`src/rtl/vram_arb.sv`:
```
// ---------------------------------------------------------------------------
// vram_arb -- arbiter for the PPU's single-port 8 KiB VRAM.
//
// The arbiter has three requesters, in fixed priority order:
//   1. PPU fetcher   : read-only single-cycle strobes, never stalled.
//   2. Clear engine  : fills every VRAM byte with one value, one byte per
//                      cycle that the PPU leaves free.
//   3. CPU bus       : read/write. The request is held until cpu_ack, and
//                      at most one access completes every two cycles.
//
// Ports
//   clk, rst                  system clock; synchronous active-high reset
//   ppu_mode                  0 HBlank, 1 VBlank, 2 OAM scan, 3 pixel xfer
//   ppu_req/ppu_addr          PPU read strobe and address
//   ppu_rd_valid/ppu_rd_data  PPU read return, one cycle after grant
//   cpu_req/we/addr/wdata     CPU request, held until cpu_ack
//   cpu_ack/cpu_rdata         one-cycle completion pulse and read data
//   clr_start/clr_value       clear start pulse and fill byte
//   clr_busy/clr_done         clear in progress / one-cycle finish pulse
//   vram_addr/write/d_wr      VRAM macro controls (combinational grant mux)
//   vram_d_rd                 VRAM read data, valid the cycle after address
//
// Build option
//   VRAM_MODE3_LOCK_EN: when this macro is defined, CPU accesses made while
//   ppu_mode==3 do not reach VRAM. They still get acknowledged. Reads
//   return 8'hFF and writes are dropped. The default build ignores ppu_mode.
// ---------------------------------------------------------------------------
module vram_arb #(
  parameter int AW = 13,
  parameter int DW = 8
) (
  input  logic          clk,
  input  logic          rst,
  input  logic [1:0]    ppu_mode,
  input  logic          ppu_req,
  input  logic [AW-1:0] ppu_addr,
  output logic          ppu_rd_valid,
  output logic [DW-1:0] ppu_rd_data,
  input  logic          cpu_req,
  input  logic          cpu_we,
  input  logic [AW-1:0] cpu_addr,
  input  logic [DW-1:0] cpu_wdata,
  output logic          cpu_ack,
  output logic [DW-1:0] cpu_rdata,
  input  logic          clr_start,
  input  logic [DW-1:0] clr_value,
  output logic          clr_busy,
  output logic          clr_done,
  output logic [AW-1:0] vram_addr,
  output logic          vram_write,
  output logic [DW-1:0] vram_d_wr,
  input  logic [DW-1:0] vram_d_rd
);

  typedef enum logic [1:0] {
    ST_IDLE    = 2'd0,
    ST_CPU_ACK = 2'd1,
    ST_CLEAR   = 2'd2
  } state_e;

  localparam logic [AW-1:0] LAST_ADDR = {AW{1'b1}};

  // CPU accesses are blocked from VRAM during pixel transfer only when the
  // lock option is built in.
  logic cpu_locked;
`ifdef VRAM_MODE3_LOCK_EN
  assign cpu_locked = (ppu_mode == 2'd3);
`else
  assign cpu_locked = 1'b0;
  logic unused_ppu_mode;
  assign unused_ppu_mode = ^ppu_mode;
`endif

  state_e        state_q, state_d;
  logic [AW-1:0] ptr_q, ptr_d;            // clear pointer
  logic [DW-1:0] fill_q, fill_d;          // latched clear value
  logic [AW-1:0] addr_q, addr_d;          // last address driven to VRAM
  logic [DW-1:0] wdata_q, wdata_d;        // last data driven to VRAM
  logic          cpu_rd_q, cpu_rd_d;      // access being acked was a read
  logic          cpu_lock_q, cpu_lock_d;  // access being acked was locked out
  logic          ppu_rd_valid_q, ppu_rd_valid_d;
  logic          clr_done_q, clr_done_d;

  // Grant and next-state logic. At most one requester owns VRAM per cycle.
  // While rst is high nothing is granted, so an aborted clear or CPU access
  // never issues another write.
  // NOTE: every signal assigned here gets a default first; a path that
  // leaves one unassigned would infer a latch.
  always_comb begin
    state_d        = state_q;
    ptr_d          = ptr_q;
    fill_d         = fill_q;
    addr_d         = addr_q;
    wdata_d        = wdata_q;
    cpu_rd_d       = cpu_rd_q;
    cpu_lock_d     = cpu_lock_q;
    ppu_rd_valid_d = 1'b0;
    clr_done_d     = 1'b0;
    vram_write     = 1'b0;

    if (!rst) begin
      // The PPU owns VRAM in any cycle where it strobes, whatever the state.
      if (ppu_req) begin
        addr_d         = ppu_addr;
        ppu_rd_valid_d = 1'b1;
      end

      unique case (state_q)
        ST_IDLE: begin
          // A clear start beats a waiting CPU request in the same cycle.
          if (clr_start) begin
            state_d = ST_CLEAR;
            ptr_d   = '0;
            fill_d  = clr_value;
          end else if (cpu_req && !ppu_req) begin
            state_d    = ST_CPU_ACK;
            cpu_rd_d   = !cpu_we;
            cpu_lock_d = cpu_locked;
            if (!cpu_locked) begin
              addr_d = cpu_addr;
              if (cpu_we) begin
                wdata_d    = cpu_wdata;
                vram_write = 1'b1;
              end
            end
          end
        end

        // The ack cycle does not sample cpu_req or clr_start. This keeps a
        // held request from being granted twice.
        ST_CPU_ACK: state_d = ST_IDLE;

        ST_CLEAR: begin
          // A PPU strobe steals the slot; the same pointer is retried.
          if (!ppu_req) begin
            addr_d     = ptr_q;
            wdata_d    = fill_q;
            vram_write = 1'b1;
            if (ptr_q == LAST_ADDR) begin
              state_d    = ST_IDLE;
              clr_done_d = 1'b1;
            end else begin
              ptr_d = ptr_q + 1'b1;
            end
          end
        end

        default: state_d = ST_IDLE;
      endcase
    end
  end

  // With no grant, the address and data lines hold their last value.
  assign vram_addr = addr_d;
  assign vram_d_wr = wdata_d;

  // NOTE: sequential state uses non-blocking assignments only, so every flop
  // samples the values from before the clock edge.
  always_ff @(posedge clk) begin
    if (rst) begin
      state_q        <= ST_IDLE;
      ptr_q          <= '0;
      fill_q         <= '0;
      addr_q         <= '0;
      wdata_q        <= '0;
      cpu_rd_q       <= 1'b0;
      cpu_lock_q     <= 1'b0;
      ppu_rd_valid_q <= 1'b0;
      clr_done_q     <= 1'b0;
    end else begin
      state_q        <= state_d;
      ptr_q          <= ptr_d;
      fill_q         <= fill_d;
      addr_q         <= addr_d;
      wdata_q        <= wdata_d;
      cpu_rd_q       <= cpu_rd_d;
      cpu_lock_q     <= cpu_lock_d;
      ppu_rd_valid_q <= ppu_rd_valid_d;
      clr_done_q     <= clr_done_d;
    end
  end

  // VRAM read data arrives one cycle after the grant, in the same cycle as
  // the valid/ack pulse, so the returns are steered from vram_d_rd directly.
  assign ppu_rd_valid = ppu_rd_valid_q;
  assign ppu_rd_data  = ppu_rd_valid_q ? vram_d_rd : '0;

  assign cpu_ack   = (state_q == ST_CPU_ACK);
  assign cpu_rdata = (cpu_ack && cpu_rd_q) ? (cpu_lock_q ? {DW{1'b1}} : vram_d_rd) : '0;

  assign clr_busy = (state_q == ST_CLEAR);
  assign clr_done = clr_done_q;

endmodule

```
`config.mk`:
```
export PLATFORM = sky130hd
export DESIGN_NAME = vram_arb
export DESIGN_NICKNAME = d
export VERILOG_FILES = /design/src/rtl/vram_arb.sv
export SDC_FILE = /design/constraint.sdc
export NUM_CORES = 1
export LEC_CHECK = 0
export ABC_AREA = 1
export CAP_MARGIN = 5
export CORE_MARGIN = 2
export CORE_UTILIZATION = 43
export CTS_CLUSTER_DIAMETER = 40
export DETAILED_ROUTE_END_ITERATION = 10
export PLACE_DENSITY = 0.81
export SETUP_SLACK_MARGIN = 0.02
export SLEW_MARGIN = 25
export SYNTH_ARGS = -nofsm -noshare
export SYNTH_HDL_FRONTEND = slang
export SYNTH_SLANG_ARGS = --single-unit
```
`constraint.sdc`:
```
create_clock -name clk -period 1.8 [get_ports clk]
set_clock_uncertainty 0.15 [all_clocks]
set_input_delay 0.36 -clock clk [delete_from_list [all_inputs] [get_ports clk]]
set_output_delay 0.36 -clock clk [all_outputs]
set_load 0.05 [all_outputs]
```
# Word-level counts from Yosys, hierarchy flattened
# Index checks and enable logic that the tools add are counted.
# totals
reg_bits,47
latch_bits,0
ramBits,0
mem_bits_ro,0
inputBits,58
output_inout_bits,42
wordCells,61
memories,0
# classes
addsub,1
multipliers,0
div,0
magnitude_cmp,0
eq_ne,8
n_shift,0
mux,31
n_bitwise,2
reduce_logical,11
# op_table
operator,n
$mux 13,8
$mux 8,7
$pmux 13 s2,2
$pmux 8 s2,1
$add 13x1->13 const B,1
$eq 13x13->1 const B,1
$mux 2,4
$mux 1,7
$ne 2x2->1 const B,3
$reduce_and 3->1,2
$pmux 2 s2,1
$reduce_and 4->1,1
$ne 3x3->1 const B,1
$reduce_or 3->1,1
$eq 2x1->1 const B,1
$eq 2x2->1 const B,1
$logic_and 1x1->1,2
$logic_not 1->1,2
$logic_not 2->1,1
$ne 2x1->1 const B,1
$not 1->1,2
$pmux 1 s2,1
$reduce_and 2->1,1
$reduce_bool 2->1,1

# Depth between registers and ports, before layout
# Gate-level depths: netlist (run 1).
# depth
depth_word,6
ltp_mapped,12
ltp_nobuf,11

# Least setup slack after synthesis (run 1)
# OpenSTA, ideal clock, no wires.
# synth_timing
path_type,register to output
startpoint,register state_q[0]
endpoint,output cpu_rdata[0]
t_arrival_ns,2.222
required_ns,1.290
path_slack_ns,-0.932
path_stages_with_launch,6
n_path_buf,1
cell_sequence,dfxtp_1 > buf_6 > inv_1 > nor2_1 > nand2_1 > nor2_1
# synth_via
elab_chain_len,3
# synth_lines
item,line,text
start: declaration,74,"state_e state_q, state_d;"
start signal: assignment,171,state_q <= state_d;
$eq 2x1->1,188,assign cpu_ack = (state_q == ST_CPU_ACK);
net cpu_ack,43,"output logic cpu_ack,"
$logic_and 1x1->1,189,assign cpu_rdata = (cpu_ack && cpu_rd_q) ? (cpu_lock_q ? {DW{1'b1}} : vram_d_rd) : '0;
$mux 8,189,
end: declaration,44,"output logic [DW-1:0] cpu_rdata,"
# The timed path passes the listed nets, and every way through them passes these cells.

# Worst setup path after layout (run 1)
# layout_timing
startpoint,input ppu_addr[2]
endpoint,output vram_addr[2]
# layout_via
elab_chain_len,5
elab_cells_between_ends,6
cone_classes,6 x mux
# layout_lines
item,line,text
start: declaration,36,"input logic [AW-1:0] ppu_addr,"
$mux 13 *,103,if (ppu_req) begin
$mux 13,115,end else if (cpu_req && !ppu_req) begin
$mux 13,111,if (clr_start) begin
$pmux 13 s2 *,108,unique case (state_q)
$mux 13 *,101,if (!rst) begin
end: declaration,49,"output logic [AW-1:0] vram_addr,"
# Mark *: on every way between the ends. The rest lies on a longest branch, timed or not.

==> results of run 1 <==
==> power groups by stage <==
stage	Sequential (uW)	Combinational, uW	Clock [uW]
finish	1150	1570	671
global route	1160	1650	719
CTS	1150	1440	674
detailed placement	1170	1360	0
global placement	1170	1330	0
floorplan	1170	737	0
==> flip-flops by register name, summed over array words and instances (netlist names) <==
register	count
state_q	2
ppu_rd_valid	1
ptr_q	13
fill_q	8
wdata_q	8
clr_done	1
cpu_rd_q	1
addr_q	13
==> synth_stat cells, types with 3 or more instances <==
master    instances
a21boi_0          8
buf_4             3
o211ai_1          3
nand4_1           8
clkbuf_1          9
buf_2             6
buf_6             4
nor2_1           40
a21oi_1          19
xor2_1            7
o22ai_1           8
nand3_1          33
inv_1            59
o21ai_0          27
nand2_4           3
nor2_4            3
nor2_2            3
nand2_1         252
a22o_1            3
dfxtp_1          47
inv_2             3
==> area by class of cell <==
class | instances | area, um2 | area share (%)
clock buffer | 5 | 68.8 | 1.13
clock inverter | 3 | 20.0 | 0.328
inverter | 65 | 270 | 4.43
multi-input combinational | 430 | 2550 | 41.8
sequential | 47 | 956 | 15.7
tap | 102 | 128 | 2.09
timing repair buffer | 184 | 2110 | 34.5
timing repair inverter | 1 | 5.00 | 0.0820
==> worst max-delay path by stage <==
stage	cells past startpoint	slack [ps]	endpoint	startpoint
2_1_floorplan	7	-100	vram_addr[11]	ppu_req
3_3_place_gp	10	-670	vram_addr[11]	ppu_req
3_5_place_dp	10	-690	vram_d_wr[4]	ppu_req
4_1_cts	8	-340	vram_addr[12]	state_q[1]
5_1_grt	7	-530	vram_addr[2]	ppu_addr[2]
6_report	7	-460	vram_addr[2]	ppu_addr[2]
==> through the flow <==
stage          util [%]  hold WS [ps]  power (uW)  worst slack [ps]
2_1_floorplan         -           275        1910              -104
3_3_place_gp       71.8           293        2490              -670
3_5_place_dp       71.8           299        2530              -693
4_1_cts            76.2           277        3260              -343
5_1_grt            80.2           318        3530              -533
6_report           80.2           305        3400              -461
==> critical path, cell delays in order <==
cell	delay [ps]
clkdlybuf4s50_1	430
nand2_1	130
a21boi_0	330
o22ai_2	150
nand2_2	120
nand3_4	80
buf_8	160
==> cell families after synthesis <==
family,Yosys count,synth area share (%)
and+or+nand+nor,350,45.3
buffers and inverters,88,11.6
AOI/OAI and AO/OA,71,12.5
DFF,47,28.4
xor gates and xnor gates,7,1.85
adders and majority gates,1,0.377
==> metal layers <==
metal  part of all wire (%)  up-vias  global-route usage, %
li1                       -     2105                      -
met1                     39     2061                   34.3
met2                     50      247                   51.0
met3                    6.9       59                   4.11
met4                    4.0        0                   10.7
met5                      0        -                      0
==> timing repair <==
action,CTS,global route
setup buffers,13,9
pin swaps,26,47
gates resized for setup,64,75
endpoints found under the setup margin,45,44
gates cloned,3,0
==> metrics.csv, run 1 <==
stage,metric,value,unit
outcome,status,"finished, violations left",
outcome,violations,setup timing,
yosys,synthDistinctLibCells,33,
yosys,synth_cells,564,
yosys,synth_seq_cells,47,
yosys,synth_top_area_share,28.5,%
pwr,clockPowerShare,19.7,%
sta,report.final.slew_viol_count,0,
worst_setup_path,arrival,1750,ps
pwr,powerDensity,556,nW/um2
final_layout,syn_to_final_growth,84.1,%
yosys,postSynth.asyncResetShare,0,%
pwr,p_switching,1310,uW
placed_design,dpl.cell_count,805,
placed_design,port_buffers,97,
yosys,syn_area,3310,um2
worst_setup_path,r2r_end,ptr_q[1],
pwr,p_sw_share,38.5,%
final_layout,final_cell_mix,"nand2_1 (198), buf_4 (72), inv_1 (52), clkdlybuf4s50_1 (44), dfxtp_1 (41)",
sta,maxSlewHeadroom,76.5,%
cts,tritoncts,yes,
sta,setup_viol,31,
floorplanning,fp-row-count,32,
final_layout,layout.nets,793,
worst_setup_path,cp_max_fo,2,
final_layout,num-fill-cells,452,
yosys,ys_seq_area_share,28.4,%
worst_setup_path,r2r_cells,11,
global_route,grt_max_degree,19,
worst_hold_path,min_path_cells,4,
worst_setup_path,reg2reg_slack,100,ps
yosys,synth_edf_count,0,
sta,rsz0062_at_grt,true,
routing,wirelength,13800,um
sta,fmax,442,MHz
sta,fin_crit,2260,ps
worst_setup_path,crit_type,primary input to output pin,
floorplanning,core_area,7610,um2
cts,cts_made_buffers,5,
cts,clock_latency,310,ps
worst_setup_path,startpoint_type,primary input,
routing,via_count,4472,
worst_hold_path,worstHoldEndpoint,ppu_rd_valid,
cts,clk_pin_slew,100,ps
floorplanning,die_x,91.8,um
cts,clock_path_buffers,2,
worst_hold_path,hp-class,primary input to flop,
yosys,synth_nets,623,
pwr,combPwrFrac,46.3,%
pwr,p_int,2090,uW
cts,htree_levels,2,
placed_design,routabilityCongestion,0.874,
sta,worst_slack,-461,ps
global_route,grt_pass1_vias,4272,
floorplanning,die_y,91.8,um
worst_setup_path,crit_path_end_kind,output pin,
final_layout,n_antenna_cell,0,
final_layout,drive_gt1_share,37.1,%
floorplanning,die_area,8430,um2
placed_design,hpwl,9030,um
routing,dr.pass1.iters,7,
cts,clkSinkCount,47,
sta,post-route-period-util,126,%
routing,drt_iter0_drc,355,
worst_setup_path,required,1290,ps
global_route,overflow,0,
placed_design,place_area,5460,um2
yosys,ys.flop_type,dfxtp_1,
worst_hold_path,min-delay-start,ppu_req,
final_layout,layout_commonest_cell,nand2_1,
yosys,synthTopCellsByArea,"nand2_1 (29%), dfxtp_1 (28%), inv_1 (6.7%), nand3_1 (5.0%), nor2_1 (4.5%)",
final_layout,final_area,6100,um2
yosys,yosys_warnings,0,
routing,ant_nets,0,
worst_setup_path,r2r-start,state_q[1],
final_layout,fin_cells,837,
routing,viasPerCell,5.34,
yosys,avgSynthCellArea,5.88,um2
routing,post_drt_wl_per_cell,16.5,um
pwr,ir_drop,0.381,mV
floorplanning,initial_core_util,43.6,%
yosys,synth_top_area_cell,nand2_1,
flow_run,maxCapViolCount,0,
pwr,p_seq_share,34.0,%
global_route,grt_pass1_wl,19500,um
floorplanning,io_pins,100,
sta,hold_viol_final,0,
sta,worstMarginPinSlew,350,ps
cts,hold_buffers,0,
global_route,track_usage,28.4,%
global_route,antenna_found_initial,0,
cts,root_buffer,clkbuf_8,
routing,drc,0,
pwr,p_leak,0.00292,uW
sta,tns,-9520,ps
No activity file was read; power rests on OpenSTA's default activity.
==> run 2: changes to the inputs <==
--- a/config.mk
+++ b/config.mk
@@ -12,6 +12,7 @@
 export CTS_CLUSTER_DIAMETER = 40
 export DETAILED_ROUTE_END_ITERATION = 10
 export PLACE_DENSITY = 0.81
+export REMOVE_ABC_BUFFERS = 1
 export SETUP_SLACK_MARGIN = 0.02
 export SLEW_MARGIN = 25
 export SYNTH_ARGS = -nofsm -noshare
==> run 2 against run 1 <==
The run still ends with setup timing left. Non-clock buffer count increased by 11. Global-route usage rose by 3.6 points. Sequential share of layout area fell by 0.085 points. Cell area increased by 0.68%. Setup slack worse by 170 ps. Die area unchanged. Core utilization rose by 0.54 points. Sequential power is essentially flat. Highest routed layer unchanged.
==> metrics.csv, run 2 (synthesis results as in run 1) <==
stage,metric,value,unit
outcome,status,"finished, violations left",
outcome,violations,setup timing,
cts,tritoncts,yes,
cts,clkSinkCount,47,
worst_setup_path,cp_slowest_cell,dfxtp_4,
cts,clk_pin_slew,100,ps
routing,via_count,5033,
worst_setup_path,crit_chain,nor2_4 -> nand2_2 -> nor2_4 -> buf_6 -> buf_12 -> nand2_2 -> o21ai_2 -> nand2_1 -> nand3_2 -> buf_12,
placed_design,dpl.cell_count,796,
flow_run,maxCapViolCount,0,
global_route,grt_max_degree,20,
worst_hold_path,hp-class,flop to flop,
floorplanning,core_area,7610,um2
floorplanning,fp-row-count,32,
routing,drt_iter0_drc,586,
pwr,ir_drop,0.388,mV
worst_setup_path,critical_path_buf_inv_count,3,
cts,clock_latency,320,ps
sta,maxSlewHeadroom,75.9,%
routing,wirelength,17100,um
sta,setup_viol,39,
worst_setup_path,required,1290,ps
global_route,grt-busiest-layer,met2,
cts,root_buffer,clkbuf_8,
final_layout,n_antenna_cell,0,
worst_setup_path,crit_type,flop to output pin,
sta,fmax,412,MHz
placed_design,hpwl,8200,um
global_route,grt_pass1_wl,21900,um
routing,post_drt_wl_per_cell,20.2,um
cts,clock_path_buffers,2,
worst_setup_path,reg2reg_slack,-470,ps
floorplanning,initial_core_util,43.6,%
floorplanning,die_x,91.8,um
final_layout,fin_cells,847,
routing,ant_nets,0,
final_layout,syn_to_final_growth,85.4,%
global_route,met2_usage,54.4,%
final_layout,drive_gt1_share,39.3,%
sta,hold_viol_final,0,
final_layout,final_cell_mix,"nand2_1 (191), buf_4 (65), nand2_2 (58), inv_1 (51), clkdlybuf4s50_1 (42)",
sta,tns,-13260,ps
global_route,antenna_found_initial,0,
routing,viasPerCell,5.94,
placed_design,port_buffers,97,
routing,dr.pass1.iters,8,
global_route,track_usage,32.1,%
final_layout,layout_commonest_cell,nand2_1,
worst_setup_path,arrival,1920,ps
cts,cts_made_buffers,5,
sta,report.final.slew_viol_count,0,
worst_setup_path,slowest_delay,410,ps
sta,worst_slack,-629,ps
cts,htree_levels,2,
global_route,overflow,0,
floorplanning,die_area,8430,um2
routing,drc,0,
final_layout,largestRegisters,"addr_q (13), ptr_q (13)",
sta,worstMarginPinSlew,359,ps
global_route,use_met1,37.3,%
floorplanning,die_y,91.8,um
sta,fin_crit,2430,ps
worst_setup_path,startpoint_type,flop,
floorplanning,io_pins,100,
pwr,powerDensity,561,nW/um2
global_route,met3_usage,6.08,%
worst_setup_path,critPathTopFamily,simple AND/OR/NAND/NOR gates,
placed_design,routabilityCongestion,0.904,
final_layout,layout.nets,803,
pwr,p_leak,0.00298,uW
sta,rsz0062_at_grt,true,
sta,post-route-period-util,135,%
global_route,grt_pass1_vias,4618,
worst_setup_path,cp_max_fo,6,
worst_setup_path,crit_path_end_kind,output pin,
-- run 2: tightest hold or removal path: cells and delay by family, from the launching register on --
| family | cells | cell delay (ps) |
|---|---|---|
| flops | 1 | 310 |
| buf+inv | 1 | 50 |
| compound gates | 1 | 50 |
-- run 2: report_power, final --
| part | switching [uW] | internal, uW |
|---|---|---|
| Sequential | 58.7 | 1100 |
| Combinational | 901 | 712 |
| Clock | 397 | 273 |
| Total | 1360 | 2090 |
-- run 2: final cells by class --
class,instances,area [um2]
Clock buffer,6,72.6
Clock inverter,2,12.5
Fill cell,401,1460
Inverter,65,273
Multi-Input combinational cell,430,2430
Sequential cell,47,957
Tap cell,102,128
Timing Repair Buffer,195,2270
-- run 2: metal layers --
| metal | up-vias | routed length [um] |
|---|---|---|
| met3 | 171 | 1940 |
| met5 | - | 0 |
| met4 | 0 | 1380 |
| li1 | 2131 | - |
| met2 | 484 | 7930 |
| met1 | 2247 | 5820 |
-- run 2: repair_timing --
action	in CTS	in global routing
pin swaps	23	57
gates cloned	2	1
buffers inserted	47	21
endpoints found under the setup margin	53	52
hold buffers	0	0
gates resized for setup	121	110
hold endpoints to repair	0	0
-- run 2: final timing paths --
| kind | start | endpoint | cells after the start |
|---|---|---|---|
| worst min register to register | fill_q[0] | fill_q[0] | 2 |
| worst min-delay path | fill_q[0] | fill_q[0] | 2 |
| worst max register to register | state_q[0] | addr_q[6] | 15 |
| worst max-delay path | state_q[0] | vram_addr[6] | 10 |
-- run 2: through the flow --
stage	cell area (um2)	hold slack [ps]	power (uW)	util, %	setup slack, ps
floorplan	3180	276	1760	-	-1240
global placement	5110	286	2410	67.1	-777
detailed placement	5110	289	2440	67.1	-837
CTS	5870	302	3220	77.1	-385
global route	6140	337	3540	80.8	-662
finish	6140	302	3450	80.8	-629
==> run 3: changes to the inputs <==
--- a/config.mk
+++ b/config.mk
@@ -6,7 +6,7 @@
 export NUM_CORES = 1
 export LEC_CHECK = 0
 export ABC_AREA = 1
-export CAP_MARGIN = 5
+export CAP_MARGIN = 20
 export CORE_MARGIN = 2
 export CORE_UTILIZATION = 43
 export CTS_CLUSTER_DIAMETER = 40
==> results of run 3 <==
Final layout, timing and power as in run 2 (identical DEF).
